===== config.mk =====
export PLATFORM = sky130hd
export DESIGN_NAME = prog_truth_table_unit_flat
export DESIGN_NICKNAME = d
export VERILOG_FILES = /design/src/rtl/prog_truth_table_unit_if.sv /design/src/rtl/prog_truth_table_unit.sv /design/src/flat_wrapper.sv
export SDC_FILE = /design/constraint.sdc
export NUM_CORES = 1
export LEC_CHECK = 0
export CAP_MARGIN = 15
export CORE_ASPECT_RATIO = 1.4
export CORE_MARGIN = 4
export CORE_UTILIZATION = 43
export DETAILED_ROUTE_END_ITERATION = 8
export MAX_ROUTING_LAYER = met4
export PLACE_DENSITY_LB_ADDON = 0.3
export SLEW_MARGIN = 10
export SYNTH_ARGS = -nofsm -noshare
export SYNTH_HDL_FRONTEND = slang
export SYNTH_SLANG_ARGS = --single-unit

===== constraint.sdc =====
create_clock -name clk -period 2 [get_ports clk]
set_input_delay 0.3 -clock clk [delete_from_list [all_inputs] [get_ports clk]]
set_output_delay 0.3 -clock clk [all_outputs]
set_load 0.01 [all_outputs]

===== src/rtl/prog_truth_table_unit_if.sv =====
// Handshake, result and table-load signals of prog_truth_table_unit.
// LUT_PARITY_EN adds the out_err result flag.
interface prog_truth_table_unit_if #(
   parameter int unsigned IN_W  = 4,
   parameter int unsigned OUT_W = 3
);
   logic             in_valid;
   logic             in_ready;
   logic [IN_W-1:0]  in_data;
   logic             out_valid;
   logic             out_ready;
   logic [OUT_W-1:0] out_data;
   logic             cfg_start;
   logic             cfg_valid;
   logic [OUT_W-1:0] cfg_data;
   logic             cfg_busy;
   logic             cfg_done;
`ifdef LUT_PARITY_EN
   logic             out_err;

   modport master (
      output in_valid, in_data, out_ready, cfg_start, cfg_valid, cfg_data,
      input  in_ready, out_valid, out_data, cfg_busy, cfg_done, out_err
   );
   modport slave (
      input  in_valid, in_data, out_ready, cfg_start, cfg_valid, cfg_data,
      output in_ready, out_valid, out_data, cfg_busy, cfg_done, out_err
   );
`else
   modport master (
      output in_valid, in_data, out_ready, cfg_start, cfg_valid, cfg_data,
      input  in_ready, out_valid, out_data, cfg_busy, cfg_done
   );
   modport slave (
      input  in_valid, in_data, out_ready, cfg_start, cfg_valid, cfg_data,
      output in_ready, out_valid, out_data, cfg_busy, cfg_done
   );
`endif
endinterface


===== src/rtl/prog_truth_table_unit.sv =====
// Loadable 2**IN_W x OUT_W truth table with a registered valid/ready lookup path.
// Optional LUT_PARITY_EN stores an even-parity bit per entry and flags mismatches on out_err.
module prog_truth_table_unit #(
   parameter int unsigned IN_W  = 4,
   parameter int unsigned OUT_W = 3
) (
   input logic clk,
   input logic rst_n,
   prog_truth_table_unit_if.slave bus
);
   localparam int unsigned DEPTH = 2 ** IN_W;

   typedef enum logic [0:0] {StRun, StLoad} state_t;

   state_t           state_q, state_d;
   logic [IN_W-1:0]  ptr_q, ptr_d;
   logic             done_q, done_d;
   logic             tbl_we;
   logic [OUT_W-1:0] table_q [DEPTH];
   logic             out_valid_q, out_valid_d;
   logic [OUT_W-1:0] out_data_q, out_data_d;
   logic             accept;

   // Load sequencer: a restart takes priority over a write in the same cycle.
   always_comb begin
      state_d = state_q;
      ptr_d   = ptr_q;
      done_d  = 1'b0;
      tbl_we  = 1'b0;
      unique case (state_q)
         StRun: begin
            if (bus.cfg_start) begin
               state_d = StLoad;
               ptr_d   = '0;
            end
         end
         StLoad: begin
            if (bus.cfg_start) begin
               ptr_d = '0;
            end else if (bus.cfg_valid) begin
               tbl_we = 1'b1;
               if (&ptr_q) begin
                  state_d = StRun;
                  ptr_d   = '0;
                  done_d  = 1'b1;
               end else begin
                  ptr_d = ptr_q + 1'b1;
               end
            end
         end
      endcase
   end

   always_comb begin
      bus.in_ready = (state_q == StRun) && (!out_valid_q || bus.out_ready);
      accept       = bus.in_valid && bus.in_ready;
      out_valid_d  = out_valid_q;
      out_data_d   = out_data_q;
      if (accept) begin
         out_valid_d = 1'b1;
         out_data_d  = table_q[bus.in_data];
      end else if (bus.out_ready) begin
         out_valid_d = 1'b0;
      end
   end

   always_ff @(posedge clk or negedge rst_n) begin
      if (!rst_n) begin
         state_q     <= StRun;
         ptr_q       <= '0;
         done_q      <= 1'b0;
         out_valid_q <= 1'b0;
         out_data_q  <= '0;
      end else begin
         state_q     <= state_d;
         ptr_q       <= ptr_d;
         done_q      <= done_d;
         out_valid_q <= out_valid_d;
         out_data_q  <= out_data_d;
      end
   end

   always_ff @(posedge clk or negedge rst_n) begin
      if (!rst_n) begin
         for (int i = 0; i < DEPTH; i++) table_q[i] <= '0;
      end else if (tbl_we) begin
         table_q[ptr_q] <= bus.cfg_data;
      end
   end

`ifdef LUT_PARITY_EN
   logic parity_q [DEPTH];
   logic out_err_q;

   always_ff @(posedge clk or negedge rst_n) begin
      if (!rst_n) begin
         for (int i = 0; i < DEPTH; i++) parity_q[i] <= 1'b0;
         out_err_q <= 1'b0;
      end else begin
         if (tbl_we) parity_q[ptr_q] <= ^bus.cfg_data;
         if (accept) out_err_q <= parity_q[bus.in_data] ^ (^table_q[bus.in_data]);
      end
   end

   assign bus.out_err = out_err_q;
`endif

   assign bus.out_valid = out_valid_q;
   assign bus.out_data  = out_data_q;
   assign bus.cfg_busy  = (state_q == StLoad);
   assign bus.cfg_done  = done_q;
endmodule

===== src/flat_wrapper.sv =====
// flat-port wrapper written by rule: the top's interface ports become plain ports
module prog_truth_table_unit_flat 
#(
   parameter int unsigned IN_W  = 4,
   parameter int unsigned OUT_W = 3
)
  (clk, rst_n, bus_in_valid, bus_in_data, bus_out_ready, bus_cfg_start, bus_cfg_valid, bus_cfg_data, bus_in_ready, bus_out_valid, bus_out_data, bus_cfg_busy, bus_cfg_done);
  prog_truth_table_unit_if #(.IN_W(IN_W), .OUT_W(OUT_W)) bus_i ();
  input logic clk;
  input logic rst_n;
  input wire logic [$bits(bus_i.in_valid)-1:0] bus_in_valid;
  input wire logic [$bits(bus_i.in_data)-1:0] bus_in_data;
  input wire logic [$bits(bus_i.out_ready)-1:0] bus_out_ready;
  input wire logic [$bits(bus_i.cfg_start)-1:0] bus_cfg_start;
  input wire logic [$bits(bus_i.cfg_valid)-1:0] bus_cfg_valid;
  input wire logic [$bits(bus_i.cfg_data)-1:0] bus_cfg_data;
  output wire logic [$bits(bus_i.in_ready)-1:0] bus_in_ready;
  output wire logic [$bits(bus_i.out_valid)-1:0] bus_out_valid;
  output wire logic [$bits(bus_i.out_data)-1:0] bus_out_data;
  output wire logic [$bits(bus_i.cfg_busy)-1:0] bus_cfg_busy;
  output wire logic [$bits(bus_i.cfg_done)-1:0] bus_cfg_done;
  assign bus_i.in_valid = bus_in_valid;
  assign bus_i.in_data = bus_in_data;
  assign bus_i.out_ready = bus_out_ready;
  assign bus_i.cfg_start = bus_cfg_start;
  assign bus_i.cfg_valid = bus_cfg_valid;
  assign bus_i.cfg_data = bus_cfg_data;
  assign bus_in_ready = bus_i.in_ready;
  assign bus_out_valid = bus_i.out_valid;
  assign bus_out_data = bus_i.out_data;
  assign bus_cfg_busy = bus_i.cfg_busy;
  assign bus_cfg_done = bus_i.cfg_done;
  prog_truth_table_unit #(.IN_W(IN_W), .OUT_W(OUT_W)) u_core (.clk(clk), .rst_n(rst_n), .bus(bus_i));
endmodule

==> flow_summary.ini <==
[power_and_ir_drop]
leakage_uw = 0.00153
power_density_mw_per_mm2 = 767
ir_drop_mv = 0.369

[synthesis]
seq_area_frac_synth = 0.527
yosys.cell_types.count = 29
synth_nets = 209
synth_edf_count = 0
synth_cells = 192
ys.flop_type = dfrtp_1
synthArstFlopShare = 1.00
avgSynthCellArea_sq_um = 14.3
netlist_area_sq_mm = 0.00275
ys.warnings.count = 0
synth-seq-cells = 58

[timing]
setup_viol = 0
hold_viol = 0
period_share = 0.921
rsz0062_at_grt = no
slew_violations = 0
period_needed_ns = 1.84
fin_worst_skew_ns = 0.00835
setup_tns_ns = 0
fmax_ghz = 0.543
fin_ws_ns = 0.157
worst_pin_slew_ns = 0.597
worst_slew_margin_rel = 0.601

[clocking]
post_cts_buffers = 0
cts_tree = built
insertion_delay_ns = 0.33
clk_pin_slew_ns = 0.07
cts_root_buf = clkbuf_8
cts_max_path_buffers = 2
h-tree-depth = 3
cts_made_buffers = 9
clkSinkCount = 58

[cells_and_area]
fin_nets = 240
drive_gt1_frac = 0.382
num_antenna_cells = 0
layout_common_cells = dfrtp_1 (58), mux2_2 (47), clkdlybuf4s50_1 (18)
final_common_cell = dfrtp_1
syn2layout_area_growth_pct = 19.5
n_fill_cell = 534
post-route-util = 0.530

[grt]
antenna_found_initial = 0
grt_pass1_vias = 1779
grt_use_total = 0.170
grt_overflow = 0
grt_max_degree = 35
grt_pass1_wl_um = 9280

[die]
die_w_um = 75.6
pin_count = 20
chipHeight_um = 103
fp.dieArea_sq_mm = 0.00777
start_util = 0.443
core.rowCount = 34
coreArea_sq_mm = 0.00621

[worst_setup_path]
end_kind = output pin
startpoint_type = flop
path_max_fanout = 15
required_ns = 1.70
arrival_ns = 1.54
path_class = flop to output pin

[placement]
gp_congestion = 0.881
place_ws_ns = 0.0370
dpl.hpwl_um = 4030
port_buffers = 19

[flow_run]
cap_violations = 0

[status]
status = completed

[route]
drt_first_pass_iters = 4
num_vias = 1726
routed_wl_um = 5510
vias_per_cell = 5.75
drc = 0
ant_nets = 0
drtIter0Drc = 107
routedWlPerCell_um = 18.4

[min_path]
min_path_type = primary input to async pin
[layout make-up]
class | instances | area (sq um) | area share
well taps | 72 | 90.1 | 0.0274
multi-input cells | 119 | 1220 | 0.372
inverters | 4 | 15.0 | 0.00456
flip-flops and latches | 58 | 1450 | 0.441
repair buffers | 31 | 328 | 0.0996
clock inverters | 2 | 10.0 | 0.00304
clock buffers | 14 | 173 | 0.0525
[routing by layer]
metal / track usage / share of wire / vias to the layer above
li1: - / - / 782
met1: 0.211 / 0.43 / 896
met2: 0.257 / 0.52 / 36
met3: 0.0449 / 0.039 / 12
met4: 0.0794 / 0.020 / 0
met5: - / 0 / -
[final timing paths]
kind,cells past startpoint,slack [ns],from,endpoint
worst max-delay path,2,0.16,u_core.bus.cfg_busy,bus_in_ready
worst min-delay path,2,0.50,rst_n,u_core.ptr_q[1]
worst max register to register,3,0.35,u_core.bus.cfg_busy,u_core.table_q[44]
worst min register to register,1,0.50,u_core.table_q[41],u_core.table_q[41]
max in group asynchronous,3,0.92,rst_n,u_core.table_q[21]
min in group clk,1,0.50,u_core.table_q[41],u_core.table_q[41]
[flip-flops by register name, summed over array words and instances, names as in the netlist]
signal / flops
u_core.bus.cfg_busy: 1
u_core.bus.cfg_done: 1
u_core.bus.out_data: 3
u_core.bus.out_valid: 1
u_core.ptr_q: 4
u_core.table_q: 48
[critical path: stages, from the launching register on]
cell and delay (ns):
dfrtp_1 0.52, nor2_1 0.15, clkdlybuf4s50_1 0.54
[cell families (layout without fill, tap and decap cells)]
| logic type | Yosys count | in the layout | share of synthesized area |
|---|---|---|---|
| AO/OA/AOI/OAI | 13 | 13 | 0.0314 |
| XOR/XNOR | 1 | 1 | 0.00318 |
| adder cells (fa/ha/maj) | 4 | 4 | 0.0182 |
| buffers and inverters | 15 | 51 | 0.0291 |
| flip-flops | 58 | 58 | 0.527 |
| multiplexers | 66 | 66 | 0.316 |
| AND/OR/NAND/NOR | 35 | 35 | 0.0750 |
[synth_stat cells (all sizes together) (2+ instances only)]
cell | number | share of area
dfrtp | 58 | 0.53
nand4 | 5 | 0.011
o221ai | 3 | 0.0095
clkbuf | 4 | 0.0055
a21oi | 4 | 0.0073
o31ai | 3 | 0.0082
o21ai | 2 | 0.0036
mux2i | 6 | 0.022
mux4 | 12 | 0.098
ha | 4 | 0.018
nand3b | 4 | 0.011
mux2 | 48 | 0.20
nand2 | 4 | 0.0055
nand3 | 12 | 0.022
nor2 | 2 | 0.0027
buf | 7 | 0.018
nor2b | 2 | 0.0045
inv | 4 | 0.0055
[metrics by stage]
stage / area, sq um / instances / hold slack (ns) / power [uW]
6_report: 3290 / 300 / 0.495 / 2530
5_1_grt: 3290 / 300 / 0.520 / 2630
3_3_place_gp: 3100 / 283 / 0.335 / 1550
3_5_place_dp: 3100 / 283 / 0.332 / 1560
2_1_floorplan: 2750 / 192 / 0.00441 / 1440
4_1_cts: 3290 / 300 / 0.502 / 2550
[timing repair]
action | in CTS | in global routing
endpoints found under the setup margin | 0 | 1
gates resized for setup | 0 | 1
endpoints found under the hold margin | 24 | 0
hold buffers | 1 | 0
[where the power goes]
part | internal [uW] | switching [uW]
logic | 146 | 114
clock network | 548 | 441
registers | 1240 | 35.8
Power figures use the tool's default switching activity.
